$ cat config.mk
export PLATFORM = sky130hd
export DESIGN_NAME = vdp_cpu_port
export DESIGN_NICKNAME = d
export VERILOG_FILES = /design/src/rtl/vdp_pkg.sv /design/src/rtl/vdp_cpu_access_fsm.sv /design/src/rtl/vdp_cpu_port.sv
export SDC_FILE = /design/constraint.sdc
export NUM_CORES = 1
export LEC_CHECK = 0
export BUFFER_PORTS_ARGS = -buffer_cell sky130_fd_sc_hd__buf_4
export CELL_PAD_IN_SITES_DETAIL_PLACEMENT = 1
export CELL_PAD_IN_SITES_GLOBAL_PLACEMENT = 1
export CORE_MARGIN = 3
export CORE_UTILIZATION = 42
export DETAILED_ROUTE_END_ITERATION = 12
export PLACE_DENSITY = 0.9
export SLEW_MARGIN = 15
export SYNTH_ARGS = -nofsm -noshare
export SYNTH_HDL_FRONTEND = slang
export SYNTH_SLANG_ARGS = --single-unit
$ cat constraint.sdc
create_clock -name clk -period 4.9 [get_ports clk]
set_input_delay 0.245 -clock clk [delete_from_list [all_inputs] [get_ports clk]]
set_output_delay 0.245 -clock clk [all_outputs]
set_load 0.01 [all_outputs]
$ cat src/rtl/vdp_pkg.sv
// Shared definitions for the VDP CPU port: access codes, port selects,
// register-file size, status-byte layout and the access FSM state set.
package vdp_pkg;

   typedef enum logic [1:0] {
      VRAM_RD = 2'd0,
      VRAM_WR = 2'd1,
      REG_WR  = 2'd2,
      CRAM_WR = 2'd3
   } vdpCode_t;

   localparam logic DATA_PORT = 1'b0;
   localparam logic CTRL_PORT = 1'b1;

   localparam int NUM_REGS = 11;

   localparam int STAT_FRAME_BIT = 7;
   localparam int STAT_OVF_BIT   = 6;
   localparam int STAT_COL_BIT   = 5;

   typedef enum logic [1:0] {
      IDLE    = 2'd0,
      WR_WAIT = 2'd1,
      RD_WAIT = 2'd2,
      RD_CAP  = 2'd3
   } accState_t;

   // Status byte as seen on a control-port read; unused low bits read as 0.
   function automatic logic [7:0] statusByte(input logic frame, input logic ovf, input logic col);
      logic [7:0] s;
      s = '0;
      s[STAT_FRAME_BIT] = frame;
      s[STAT_OVF_BIT]   = ovf;
      s[STAT_COL_BIT]   = col;
      return s;
   endfunction

endpackage

$ cat src/rtl/vdp_cpu_access_fsm.sv
// VRAM access sequencer for the CPU port: holds one pending write or prefetch
// and issues it to VRAM only in cycles where the display pipeline is not busy.
module vdp_cpu_access_fsm #(
   parameter int ADDR_W = 14
) (
   input  logic              clk,
   input  logic              rst,
   input  logic              startWr,
   input  logic              startRd,
   input  logic [ADDR_W-1:0] reqAddr,
   input  logic [7:0]        reqData,
   input  logic              screenBusy,
   output logic              ready,
   output logic [ADDR_W-1:0] vramAddr,
   output logic [7:0]        vramWdata,
   output logic              vramWe,
   output logic              vramRe,
   output logic              capValid
);
   import vdp_pkg::*;

   accState_t state, stateNext;

   always_ff @(posedge clk or posedge rst) begin
      if (rst) begin
         state <= IDLE;
      end else begin
         state <= stateNext;
      end
   end

   // Address and data are latched at accept so they stay stable while the
   // strobe waits out screenBusy.
   always_ff @(posedge clk or posedge rst) begin
      if (rst) begin
         vramAddr  <= '0;
         vramWdata <= '0;
      end else if (startWr || startRd) begin
         vramAddr  <= reqAddr;
         vramWdata <= reqData;
      end
   end

   always_comb begin
      stateNext = state;
      ready     = 1'b0;
      vramWe    = 1'b0;
      vramRe    = 1'b0;
      capValid  = 1'b0;
      case (state)
         IDLE: begin
            ready = 1'b1;
            if (startWr) begin
               stateNext = WR_WAIT;
            end else if (startRd) begin
               stateNext = RD_WAIT;
            end
         end
         WR_WAIT: begin
            if (!screenBusy) begin
               vramWe    = 1'b1;
               stateNext = IDLE;
            end
         end
         RD_WAIT: begin
            if (!screenBusy) begin
               vramRe    = 1'b1;
               stateNext = RD_CAP;
            end
         end
         RD_CAP: begin
            capValid  = 1'b1;
            stateNext = IDLE;
         end
         default: stateNext = IDLE;
      endcase
   end

endmodule

$ cat src/rtl/vdp_cpu_port.sv
// Z80-facing front end of the VDP: decodes data/control port accesses and owns
// the address/code registers, register file, read-ahead buffer and status flags.
module vdp_cpu_port #(
   parameter int NUM_REGS = vdp_pkg::NUM_REGS,
   parameter int ADDR_W   = 14
) (
   input  logic                     clk,
   input  logic                     rst,
   input  logic                     cpu_wr,
   input  logic                     cpu_rd,
   input  logic                     cpu_port,
   input  logic [7:0]               cpu_din,
   output logic [7:0]               cpu_dout,
   output logic                     cpu_ready,
   input  logic                     screenBusy,
   output logic [ADDR_W-1:0]        VRAM_cpu_addr,
   output logic [7:0]               VRAM_cpu_wdata,
   output logic                     VRAM_cpu_we,
   output logic                     VRAM_cpu_re,
   input  logic [7:0]               VRAM_cpu_rdata,
   output logic [4:0]               CRAM_cpu_addr,
   output logic [5:0]               CRAM_cpu_wdata,
   output logic                     CRAM_cpu_we,
   output logic [NUM_REGS-1:0][7:0] regFile,
   input  logic                     sprCollision,
   input  logic                     sprOverflow,
   input  logic                     vblank,
   output logic                     irq
);
   import vdp_pkg::*;

   logic [ADDR_W-1:0] addr;
   vdpCode_t          code;
   logic              firstDone;
   logic [7:0]        readBuf;
   logic              frameFlag, ovfFlag, colFlag;

   logic              accept, ctrlWr, ctrlRd, dataWr, dataRd, secondWr;
   vdpCode_t          newCode;
   logic [ADDR_W-1:0] fullAddr;
   logic [3:0]        regSel;
   logic              regWrEn, ctrlPrefetch, startWr, startRd, capValid;

   assign accept   = cpu_ready && (cpu_wr || cpu_rd);
   assign ctrlWr   = accept && cpu_wr && (cpu_port == CTRL_PORT);
   assign ctrlRd   = accept && cpu_rd && (cpu_port == CTRL_PORT);
   assign dataWr   = accept && cpu_wr && (cpu_port == DATA_PORT);
   assign dataRd   = accept && cpu_rd && (cpu_port == DATA_PORT);
   assign secondWr = ctrlWr && firstDone;

   // The second control byte supplies both the code and the address high bits.
   assign newCode      = vdpCode_t'(cpu_din[7:6]);
   assign fullAddr     = {cpu_din[ADDR_W-9:0], addr[7:0]};
   assign regSel       = cpu_din[3:0];
   assign regWrEn      = secondWr && (newCode == REG_WR) && (int'(regSel) < NUM_REGS);
   assign ctrlPrefetch = secondWr && (newCode == VRAM_RD);

   assign startWr = dataWr && (code != CRAM_WR);
   assign startRd = ctrlPrefetch || dataRd;

   vdp_cpu_access_fsm #(.ADDR_W(ADDR_W)) accessFsm (
      .clk        (clk),
      .rst        (rst),
      .startWr    (startWr),
      .startRd    (startRd),
      .reqAddr    (ctrlPrefetch ? fullAddr : addr),
      .reqData    (cpu_din),
      .screenBusy (screenBusy),
      .ready      (cpu_ready),
      .vramAddr   (VRAM_cpu_addr),
      .vramWdata  (VRAM_cpu_wdata),
      .vramWe     (VRAM_cpu_we),
      .vramRe     (VRAM_cpu_re),
      .capValid   (capValid)
   );

   assign CRAM_cpu_we    = dataWr && (code == CRAM_WR);
   assign CRAM_cpu_addr  = addr[4:0];
   assign CRAM_cpu_wdata = cpu_din[5:0];

   assign irq = frameFlag && regFile[1][5];

   // A prefetch scheduled by the control port already points past its target.
   always_ff @(posedge clk or posedge rst) begin
      if (rst) begin
         addr      <= '0;
         code      <= VRAM_RD;
         firstDone <= 1'b0;
      end else if (ctrlWr) begin
         firstDone <= !firstDone;
         if (!firstDone) begin
            addr[7:0] <= cpu_din;
         end else begin
            code <= newCode;
            addr <= ctrlPrefetch ? fullAddr + ADDR_W'(1) : fullAddr;
         end
      end else if (dataWr || dataRd) begin
         firstDone <= 1'b0;
         addr      <= addr + ADDR_W'(1);
      end else if (ctrlRd) begin
         firstDone <= 1'b0;
      end
   end

   always_ff @(posedge clk or posedge rst) begin
      if (rst) begin
         regFile <= '0;
      end else begin
         for (int i = 0; i < NUM_REGS; i++) begin
            if (regWrEn && (regSel == 4'(i))) begin
               regFile[i] <= addr[7:0];
            end
         end
      end
   end

   always_ff @(posedge clk or posedge rst) begin
      if (rst) begin
         readBuf <= '0;
      end else if (capValid) begin
         readBuf <= VRAM_cpu_rdata;
      end else if (dataWr) begin
         readBuf <= cpu_din;
      end
   end

   // A set arriving with a status read wins over the read's clear.
   always_ff @(posedge clk or posedge rst) begin
      if (rst) begin
         frameFlag <= 1'b0;
         ovfFlag   <= 1'b0;
         colFlag   <= 1'b0;
      end else begin
         frameFlag <= vblank       || (frameFlag && !ctrlRd);
         ovfFlag   <= sprOverflow  || (ovfFlag   && !ctrlRd);
         colFlag   <= sprCollision || (colFlag   && !ctrlRd);
      end
   end

   always_ff @(posedge clk or posedge rst) begin
      if (rst) begin
         cpu_dout <= '0;
      end else if (ctrlRd) begin
         cpu_dout <= statusByte(frameFlag, ovfFlag, colFlag);
      end else if (dataRd) begin
         cpu_dout <= readBuf;
      end
   end

endmodule

### After elaboration in Yosys (flattened, before gate mapping)

Cells that the tools add are included.
W data, S select, Z words.

| word-level totals | value |
|---|---|
| register bits after elaboration | 148 |
| input port bits | 25 |
| word-level logic and storage cells | 119 |

| cells by class | value |
|---|---|
| add/sub/neg operators | 2 |
| order comparisons | 1 |
| equal/unequal tests | 21 |
| muxes and demuxes | 23 |
| bitwise operators | 1 |
| reductions and logical operators | 48 |

Operators with widths:

| operator | count |
|---|---|
| $mux W14 | 4 |
| $mux W8 | 5 |
| $add A14 B1 Y14 const B | 2 |
| $logic_and A1 B1 Y1 | 28 |
| $eq A4 B3 Y1 const B | 4 |
| $eq A4 B4 Y1 const B | 3 |
| $eq A2 B2 Y1 const B | 4 |
| $eq A4 B2 Y1 const B | 2 |
| $mux W1 | 8 |
| $mux W2 | 4 |
| $ne A2 B2 Y1 const B | 4 |
| $pmux W2 S4 | 1 |
| $logic_or A1 B1 Y1 | 7 |
| $mux W6 | 1 |
| $reduce_and A2 Y1 | 3 |
| $reduce_bool A2 Y1 | 3 |
| $eq A4 B1 Y1 const B | 1 |
| $logic_not A2 Y1 | 2 |
| $logic_not A4 Y1 | 1 |
| $lt A4 B4 Y1 const B | 1 |
| $ne A3 B1 Y1 const B | 1 |
| $ne A3 B2 Y1 const B | 1 |
| $reduce_and A3 Y1 | 1 |
| $reduce_bool A3 Y1 | 1 |
| 3 further kinds | 4 |

### Logic depth before layout (Yosys ltp)

Gate-level depths: netlist of the first run.

| logic depth | value |
|---|---|
| word-level depth | 11 |
| gate-level depth with buffers | 8 |

### By module

A second synthesis of the first run with hierarchy kept.

| unflattened totals | value |
|---|---|
| cell total of the unflattened synthesis | 526 |
| area total of the unflattened synthesis | 6570.1 µm² |

By module, submodules not included:

| module | instances | cells each | area each (µm²) |
|---|---|---|---|
| vdp_cpu_port | 1 | 466 | 5536.6 |
| vdp_cpu_access_fsm | 1 | 60 | 1033.5 |

### Least setup slack after synthesis of the first run

OpenSTA, ideal clock, no wires.

| timing | value |
|---|---|
| path kind | reg2reg |
| start point | reg accessFsm.state[0] |
| end point | reg accessFsm.vramAddr[0] |
| library setup time | 0.125 ns |
| data arrival time | 2.169 ns |
| data required time | 4.775 ns |
| path slack | 2.606 ns |
| stages on the path, launching flop included | 9 |
| buffers on the path | 3 |
| clock period less this slack | 2.294 ns |
| cell sequence | dfrtp_1 -> clkbuf_1 -> nor2_1 -> nand2_1 -> a21o_1 -> buf_2 -> o21ai_1 -> buf_4 -> mux2_2 |

| on the way | value |
|---|---|
| word-level cells in the longest chain between the ends | 9 |
| elaborated cells on any way between the ends | 13 |
| classes of those cells | 1 x mux; 12 x reduce/logical |

Ends and longest elaborated chain:

| what | line | source |
|---|---|---|
| from (decl) | vdp_cpu_access_fsm.sv:22 | `accState_t state, stateNext;` |
| from (signal assigned) | vdp_cpu_access_fsm.sv:28 | `state <= stateNext;` |
| $logic_not A2 Y1 (*) | vdp_cpu_access_fsm.sv:50 | `case (state)` |
| $mux W1 (*) | vdp_cpu_access_fsm.sv:50 |  |
| named net cpu_ready | vdp_cpu_port.sv:14 | `output logic cpu_ready,` |
| $logic_and A1 B1 Y1 (*) | vdp_cpu_port.sv:44 | `assign accept = cpu_ready && (cpu_wr \|\| cpu_rd);` |
| $logic_and A1 B1 Y1 | vdp_cpu_port.sv:45, vdp_cpu_port.sv:47 |  |
| $logic_and A1 B1 Y1 | vdp_cpu_port.sv:45 | `assign ctrlWr = accept && cpu_wr && (cpu_port == CTRL_PORT);` |
| $logic_and A1 B1 Y1 | vdp_cpu_port.sv:49 | `assign secondWr = ctrlWr && firstDone;` |
| $logic_and A1 B1 Y1 | vdp_cpu_port.sv:56 | `assign ctrlPrefetch = secondWr && (newCode == VRAM_RD);` |
| $logic_or A1 B1 Y1 | vdp_cpu_port.sv:59 | `assign startRd = ctrlPrefetch \|\| dataRd;` |
| $logic_or A1 B1 Y1 (*) | vdp_cpu_access_fsm.sv:38 | `end else if (startWr \|\| startRd) begin` |
| to (signal assigned) | vdp_cpu_access_fsm.sv:39 | `vramAddr <= reqAddr;` |
| to (decl) | vdp_cpu_access_fsm.sv:14 | `output logic [ADDR_W-1:0] vramAddr,` |

The timed path passes the listed nets; every way through them passes the cells marked *.
A chain may end at the register's enable or synchronous reset.

### Worst setup path in the final report of the first run

| timing | value |
|---|---|
| start point | reg accessFsm.state[1] |
| end point | reg regFile[82] (netlist name) |

| on the way | value |
|---|---|
| word-level cells in the longest chain between the ends | 9 |

Ends and longest elaborated chain:

| what | line | source |
|---|---|---|
| $logic_not A2 Y1 | vdp_cpu_access_fsm.sv:50 |  |
| $mux W1 | vdp_cpu_access_fsm.sv:50 |  |
| $logic_and A1 B1 Y1 | vdp_cpu_port.sv:44 |  |
| $logic_and A1 B1 Y1 (2 in series) | vdp_cpu_port.sv:45 |  |
| $logic_and A1 B1 Y1 | vdp_cpu_port.sv:49 |  |
| $logic_and A1 B1 Y1 (2 in series) | vdp_cpu_port.sv:55 | `assign regWrEn = secondWr && (newCode == REG_WR) && (int'(regSel) < NUM_REGS);` |
| $logic_and A1 B1 Y1 | vdp_cpu_port.sv:110 | `if (regWrEn && (regSel == 4'(i))) begin` |
| to (signal, indexed assignment) | vdp_cpu_port.sv:111 | `regFile[i] <= addr[7:0];` |
| to (decl) | vdp_cpu_port.sv:24 | `output logic [NUM_REGS-1:0][7:0] regFile,` |

No other way between the ends.

==> metrics.md, run 1 <==
| Metric | Value |
|---|---|
| Number of buffers inserted during clock tree synthesis | 17 |
| Power Density | 489 nW/um^2 |
| Critical setup path kind | reg -> reg |
| Top Family by Delay on Critical Path | simple AND/OR/NAND/NOR gates |
| FMAX | around 0.34 GHz |
| DRC violation total after the first TritonRoute iteration | 387 |
| Avg Vias per Cell | 5.68 |
| H-tree levels | 4 |
| Synthesis-to-finish area growth | 27.5% |
| Clock latency on the worst-skew pair | 0.43 ns |
| Worst path buffer plus inverter count | 0 |
| Cells along the critical path | nand4bb_1, or4_4, nor4b_4, mux2_2 |
| Ys flop type | dfrtp_1 |
| Die height | 130 um |
| Sequential area share after synthesis | 57.1% |
| Detail Placement HPWL | between 10000 and 15000 um |
| Final Hold Viols | 0 |
| DR DRC count | 0 |
| Distinct cell type count of the synthesized netlist | 50 |
| Total nets after synthesis | 562 |
| Seq cells post-synth | around 150 |
| Hold path startpoint | sprOverflow |
| Setup repair after global routing missed its margin | false |
| Worst hold-check path type | in -> reg |
| Leak | 4.03 nW |
| Port Buffer Count | 158 |
| Fraction of the mapped netlist area in compound gates | 7.89% |
| Die W | 130 um |
| Clock Sink Count | ~150 |
| Initial core utilization | 43.8% |
| Main combinational cell family by area after synthesis | multiplexers |
| Time the final worst path needs with I/O delays and setup | about 2.9 ns |
| Number of inserted diodes | 0 |
| Commonest cells after routing, fill and taps aside | buf_4, dfrtp_1, mux2_2, nand2_1, o21ai_0 |
| Worst reg-to-reg path cell count | 4 |
| GRT Residual Overflow | 0 |
| Portion of netlist area occupied by mux cells | about a fifth |
| Average cell area after synthesis | roughly 12 um^2 |
| Total Negative Setup Slacks | 0 ns |
| Root buffer cell | clkbuf_16 |
| Data required time of the worst path | 5.20 ns |
| First-pass GRT wire length | between 30000 and 40000 um |
| Synthesized netlist cell count | 536 |
| Tcrit/Tclk final | 59.8% |
| Ports | 159 |
| Reg-to-reg startpoint | accessFsm.state[1]$_DFFE_PP0P_ |
| Worst vdd rail ir drop | between 0.2 and 0.3 mV |
| Final Skew | 0.0100 ns |
| Vias after detailed routing | 4930 |
| Worst reg-to-reg setup slack | 1.97 ns |
| Clk slew on worst S/H paths | 0.06 ns |
| Share of layout cells above drive strength 1 | 44.2% |
| Critical Path Max Stage Delay | 0.72 ns |
| Highest net fanout along the worst path | 11 |
| Worst path slowest cell | or4_4 |
| Iteration count of the initial detailed-routing pass | 4 |
| Max cap viols | 0 |
| Total Routing Usage GR | 24.9% |
| Kind of end point of the critical path | flop |
| Die outline area | 17000 um^2 |
| Depth of the worst hold-timing path | 2 |
| Share of async-settable or async-resettable flops after synthesis | 100% |
| Remaining max-slew budget at the tightest pin | 40.1% |
| Post-synthesis share of cell area spent on xor and xnor gates | 0.675% |
| Wire length after detailed routing | ~20000 um |
| Vias in the first global route | 5536 |
| Post-detailed-route wirelength per cell | roughly 23 um |
| Post-synthesis share of cell area spent on and, or, nand and nor gates | 10.9% |
| Final weighted congestion of routability-driven global placement | 0.821 |
| Final-report setup violation count | 0 |
| Worst r2r dst | regFile[82]$_DFFE_PP0P_ |
| CTS tree | yes |
| Worst setup SP type | flop |
| Combined area of all synthesized cells | between 6000 and 7000 um^2 |
| Most frequent standard cell in the layout excluding fill and tap cells | buf_4 |
| Yosys warns | 0 |
| ANT nets after route | 0 |
| Initial antenna violation count | 0 |
| Overall Power | 0.00405 W |
| Hold Path Sink | ovfFlag$_DFF_PP0_ |
| Crit path arrival time | 3.23 ns |
| Core footprint | 14800 um^2 |
| Worst-Margin Slew | 0.898 ns |
| Pin count of the biggest net entering global routing | 100 |
| Number of max-slew violations in the final report | 0 |
| Number of nets in the final layout | 698 |
| Clock Path Buffers | 2 |
| Post-synthesis share of cell area spent on full adders, half adders and majority gates | 0.193% |
| Number of enable-type register cells in the synthesized netlist | 0 |
| Outcome | finished clean |
| Placement Rows | 44 |
synthesized netlist by cell type (all sizes together) (2+ instances only):
cell | count | area share, %
a21o | 4 | 0.46
a21oi | 18 | 1.4
a22oi | 5 | 0.58
a31o | 2 | 0.27
a31oi | 3 | 0.29
a32oi | 2 | 0.27
a41oi | 2 | 0.27
and2 | 3 | 0.29
and3 | 2 | 0.19
buf | 18 | 1.9
clkbuf | 27 | 1.6
dfrtp | 148 | 57
inv | 7 | 0.40
mux2 | 96 | 17
mux2i | 18 | 2.8
nand2 | 45 | 2.6
nand2b | 6 | 0.58
nand3 | 13 | 1.0
nand4 | 5 | 0.48
nor2 | 31 | 1.9
nor3 | 5 | 0.46
nor3b | 5 | 0.73
nor4 | 5 | 1.2
nor4b | 2 | 0.50
o21ai | 41 | 3.2
o21bai | 2 | 0.23
o22ai | 3 | 0.29
or3b | 2 | 0.27
xnor2 | 2 | 0.27
xor2 | 3 | 0.40
registers in the layout, indices dropped and copies added (netlist names), 2 cells and up:
signal,flops
regFile,88
accessFsm.vramAddr,14
addr,14
accessFsm.vramWdata,8
cpu_dout,8
readBuf,8
accessFsm.state,2
code,2
per-layer routing:
metal  vias to the layer above  wire, um  part of all wire, %  GRT usage, %
met3                        41      1520                  7.4          6.39
met2                       203     10500                   51          42.2
met1                      2527      7930                   39          31.0
met5                         -         0                    0             0
met4                         0       482                  2.4          8.68
li1                       2159         -                    -             -
report_power, final:
group	total, W	internal, W	switching [W]
logic	0.000992	0.000473	0.000520
clock network	0.00123	0.000711	0.000519
registers	0.00182	0.00146	0.000363
total	0.00405	0.00265	0.00140
kinds of logic (layout without fill, tap and decap cells):
| logic type | Yosys count | after routing |
|---|---|---|
| DFF | 148 | 148 |
| and+or+nand+nor | 129 | 129 |
| muxes | 114 | 114 |
| AOI/OAI and AO/OA | 87 | 87 |
| buffers and inverters | 52 | 200 |
| xor gates and xnor gates | 5 | 5 |
| adders and majority gates | 1 | 1 |
how the worst max path moves through the flow:
stage / start / to / slack, ns / cells past startpoint
floorplan: rst / accessFsm.state[0]$_DFFE_PP0P_ / 0.68 / 1
global placement: accessFsm.state[1]$_DFFE_PP0P_ / regFile[87]$_DFFE_PP0P_ / 2.19 / 4
detailed placement: accessFsm.state[1]$_DFFE_PP0P_ / regFile[83]$_DFFE_PP0P_ / 2.02 / 4
CTS: accessFsm.state[1]$_DFFE_PP0P_ / regFile[82]$_DFFE_PP0P_ / 1.99 / 4
global route: accessFsm.state[1]$_DFFE_PP0P_ / regFile[54]$_DFFE_PP0P_ / 1.82 / 5
finish: accessFsm.state[1]$_DFFE_PP0P_ / regFile[82]$_DFFE_PP0P_ / 1.97 / 4
area by class of cell:
cell class	count	area, um^2
Clock buffer	20	447
Timing Repair Buffer	162	1220
Sequential cell	148	3700
Tap cell	184	230
Fill cell	1532	6530
Clock inverter	11	103
Multi-Input combinational cell	336	2540
Inverter	7	31.3
repair_timing:
item | 4_1_cts | 5_1_grt
resized for setup | 0 | 0
buffers inserted | 0 | 0
hold buffers | 1 | 0
endpoints found under the hold margin | 1 | 0
endpoints found under the setup margin | 0 | 0
per-stage QoR:
| step | setup WS, ns | std cells | hold slack, ns | util [%] | area (um^2) |
|---|---|---|---|---|---|
| final | 1.97 | 868 | 0.0129 | 55.9 | 8280 |
| after detailed placement | 2.02 | 836 | 0.432 | 52.1 | 7710 |
| after global routing | 1.82 | 868 | 0.00362 | 55.9 | 8280 |
| after CTS | 1.99 | 868 | 0.000803 | 55.8 | 8270 |
| after global placement | 2.19 | 836 | 0.428 | 52.1 | 7710 |
| after floorplan | 0.675 | 536 | 0.337 | - | 6490 |
Note: power is estimated with default switching activity, not from simulation.
==> run 2, diff against run 1 <==
- CORE_UTILIZATION: 42 -> 38
- PLACE_DENSITY: 0.9 -> 0.86
- clock period: 4.9 -> 2.6 ns (I/O delays scaled with it)
==> run 2 against run 1 <==
Final cell count rose by 8.1%. Setup slack got worse by 1.7 ns. Critical path depth did not move. Combinational power rose by 140%. Via count rose by 1.8%. Critical path type unchanged.
==> metrics.md, run 2 (same netlist as run 1, synthesis figures left out) <==
| Metric | Value |
|---|---|
| Outcome | finished clean (unchanged) |
| Leak | 4.21 nW (was 4.03 nW) |
| Critical setup path kind | reg -> reg (unchanged) |
| Final weighted congestion of routability-driven global placement | 0.834 (was 0.821) |
| Post-route worst setup slack | 0.254 ns (was 1.97 ns) |
| Root buffer cell | clkbuf_16 (unchanged) |
| Pin count of the biggest net entering global routing | 149 (was 100) |
| Max FFs per register | 88 (unchanged) |
| Top Metal Used | met4 (unchanged) |
| Kind of end point of the critical path | flop (unchanged) |
| CTS tree | yes (unchanged) |
| Detail Placement HPWL | 14200 um (was 13600 um) |
| Number of inserted diodes | 0 (unchanged) |
| Placement Rows | 47 (was 44) |
| Sum of routed wire segments on met1 | 8380 um (was 7930 um) |
| First-pass GRT wire length | 33100 um (was 31900 um) |
| Total Negative Setup Slacks | 0 ns (unchanged) |
| Commonest cells after routing, fill and taps aside | buf_4, dfrtp_1, mux2_2, nand2_1, o21ai_0 (unchanged) |
| Largest Register | regFile (unchanged) |
| Worst setup SP type | flop (unchanged) |
| GRT Residual Overflow | 0 (unchanged) |
| Met3 Wirelength | 1670 um (was 1520 um) |
| Setup repair after global routing missed its margin | false (unchanged) |
| Count of hold buffers inserted by post-cts repair | 13 (was 1) |
| Number of setup buffers added after CTS | 0 (unchanged) |
| Share of layout cells above drive strength 1 | 45.3% (was 44.2%) |
| Final-report setup violation count | 0 (unchanged) |
| Data required time of the worst path | 2.90 ns (was 5.20 ns) |
| Tcrit/Tclk final | 90.2% (was 59.8%) |
| FMAX | 0.426 GHz (was 0.342 GHz) |
| Worst hold-check path type | in -> reg (unchanged) |
| Wire length after detailed routing | 21400 um (was 20400 um) |
| Clock latency on the worst-skew pair | 0.42 ns (was 0.43 ns) |
| Clock Sink Count | 148 (unchanged) |
| Worst path slowest cell | or4_4 (unchanged) |
| Die outline area | 18700 um^2 (was 17000 um^2) |
| Worst-Margin Slew | 0.772 ns (was 0.898 ns) |
| WL met2 | 11000 um (was 10500 um) |
| Total Routing Usage GR | 23.5% (was 24.9%) |
| Clk slew on worst S/H paths | 0.06 ns (about the same) |
| Final Skew | 0.0112 ns (was 0.0100 ns) |
| Initial antenna violation count | 0 (unchanged) |
| Vias after detailed routing | 5019 (was 4930) |
| Power Density | 925 nW/um^2 (was 489 nW/um^2) |
| ANT nets after route | 0 (unchanged) |
| Clock Path Buffers | 2 (unchanged) |
| Resized Gates After CTS | 0 (unchanged) |
| Cells along the critical path | nand4bb_1, or4_4, nor4_4, mux2_2 (was nand4bb_1, or4_4, nor4b_4, mux2_2) |
| Die height | 137 um (was 130 um) |
| Worst vdd rail ir drop | 0.486 mV (was 0.281 mV) |
| Core footprint | 16600 um^2 (was 14800 um^2) |
| Remaining max-slew budget at the tightest pin | 48.5% (was 40.1%) |
| Critical Path Max Stage Delay | 0.61 ns (was 0.72 ns) |
| Highest net fanout along the worst path | 8 (was 11) |
| Most frequent standard cell in the layout excluding fill and tap cells | buf_4 (unchanged) |
| Die W | 137 um (was 130 um) |
| H-tree levels | 4 (unchanged) |
| Post-detailed-route wirelength per cell | 22.8 um (was 23.5 um) |
| Port Buffer Count | 158 (unchanged) |
| Largest registers in the final layout | regFile: 88 flops, accessFsm.vramAddr: 14 flops, addr: 14 flops (unchanged) |
| FILL cells | 1752 (was 1532) |
| Max cap viols | 0 (unchanged) |
| Number of nets in the final layout | 732 (was 698) |
| DR DRC count | 0 (unchanged) |
| Vias in the first global route | 5594 (was 5536) |
| Number of max-slew violations in the final report | 0 (unchanged) |
| Iteration count of the initial detailed-routing pass | 4 (unchanged) |
| DRC violation total after the first TritonRoute iteration | 263 (was 387) |
| DP Worst Slack | 0.302 ns (was 2.02 ns) |
| Time the final worst path needs with I/O delays and setup | 2.35 ns (was 2.93 ns) |
| Crit path arrival time | 2.65 ns (was 3.23 ns) |
| Final Hold Viols | 0 (unchanged) |
| Initial core utilization | 39.0% (was 43.8%) |
| Ports | 159 (unchanged) |
| Avg Vias per Cell | 5.35 (was 5.68) |
| Synthesis-to-finish area growth | 33.3% (was 27.5%) |
| Number of buffers inserted during clock tree synthesis | 17 (unchanged) |
run 2: cell types whose count changed in the layout (fill, tap and decap cells not counted):
| cell | before | now |
|---|---|---|
| buf_12 | 0 | 1 |
| buf_4 | 161 | 182 |
| bufinv_16 | 1 | 2 |
| clkbuf_1 | 2 | 1 |
| clkbuf_8 | 1 | 2 |
| clkinv_2 | 3 | 2 |
| clkinv_4 | 1 | 2 |
| clkinvlp_4 | 3 | 4 |
| dlygate4sd3_1 | 1 | 13 |
| inv_6 | 4 | 2 |
run 2: worst max-delay path, delay by kind of cell (launching register included):
family / cells / cell delay, ns
and+or+nand+nor: 3 / 1.42
muxes: 1 / 0.42
DFF: 1 / 0.39
run 2: cell type report:
cell class                      instances  area (um^2)  area share (%)
Sequential cell                       148         3700            42.8
Clock inverter                         11          128            1.48
Multi-Input combinational cell        336         2540            29.4
Timing Repair Buffer                  196         1520            17.5
Tap cell                              220          275            3.18
Clock buffer                           20          457            5.28
Inverter                                7         30.0           0.347
run 2: final timing paths:
| check | from | endpoint | slack (ns) | cells after the start |
|---|---|---|---|---|
| min reg2reg | cpu_dout[1]$_DFFE_PP0P_ | cpu_dout[1]$_DFFE_PP0P_ | 0.49 | 2 |
| max | accessFsm.state[0]$_DFFE_PP0P_ | regFile[71]$_DFFE_PP0P_ | 0.25 | 4 |
| max reg2reg | accessFsm.state[0]$_DFFE_PP0P_ | regFile[71]$_DFFE_PP0P_ | 0.25 | 4 |
| min | cpu_din[4] | accessFsm.vramWdata[4]$_DFFE_PP0P_ | 0.05 | 2 |
| max in group asynchronous | rst | accessFsm.vramAddr[10]$_DFFE_PP0P_ | 1.54 | 4 |
| min in group asynchronous | rst | accessFsm.vramAddr[1]$_DFFE_PP0P_ | 0.51 | 4 |
run 2: report_power, final:
part           internal, W  switching (W)  leakage (nW)
registers          0.00276       0.000431          1.95
clock network      0.00146       0.000991         0.279
logic              0.00103        0.00133          1.98
total              0.00525        0.00275          4.21
run 2: per-stage QoR:
| stage | hold slack [ns] | instance area [um^2] | total power [W] | utilization (%) | std cells |
|---|---|---|---|---|---|
| final | 0.0495 | 8650 | 0.00801 | 52.0 | 938 |
| after global routing | 0.0430 | 8650 | 0.00840 | 52.0 | 938 |
| after CTS | 0.0292 | 8650 | 0.00804 | 52.0 | 938 |
| after detailed placement | 0.316 | 7930 | 0.00551 | 47.7 | 894 |
| after global placement | 0.313 | 7930 | 0.00536 | 47.7 | 894 |
| after floorplan | 0.222 | 6490 | 0.00434 | - | 536 |
run 2: routing by layer:
layer | track usage (%) | up-vias
met5 | 0 | -
met4 | 6.61 | 0
met3 | 7.54 | 27
met2 | 40.8 | 193
met1 | 28.1 | 2571
li1 | - | 2228
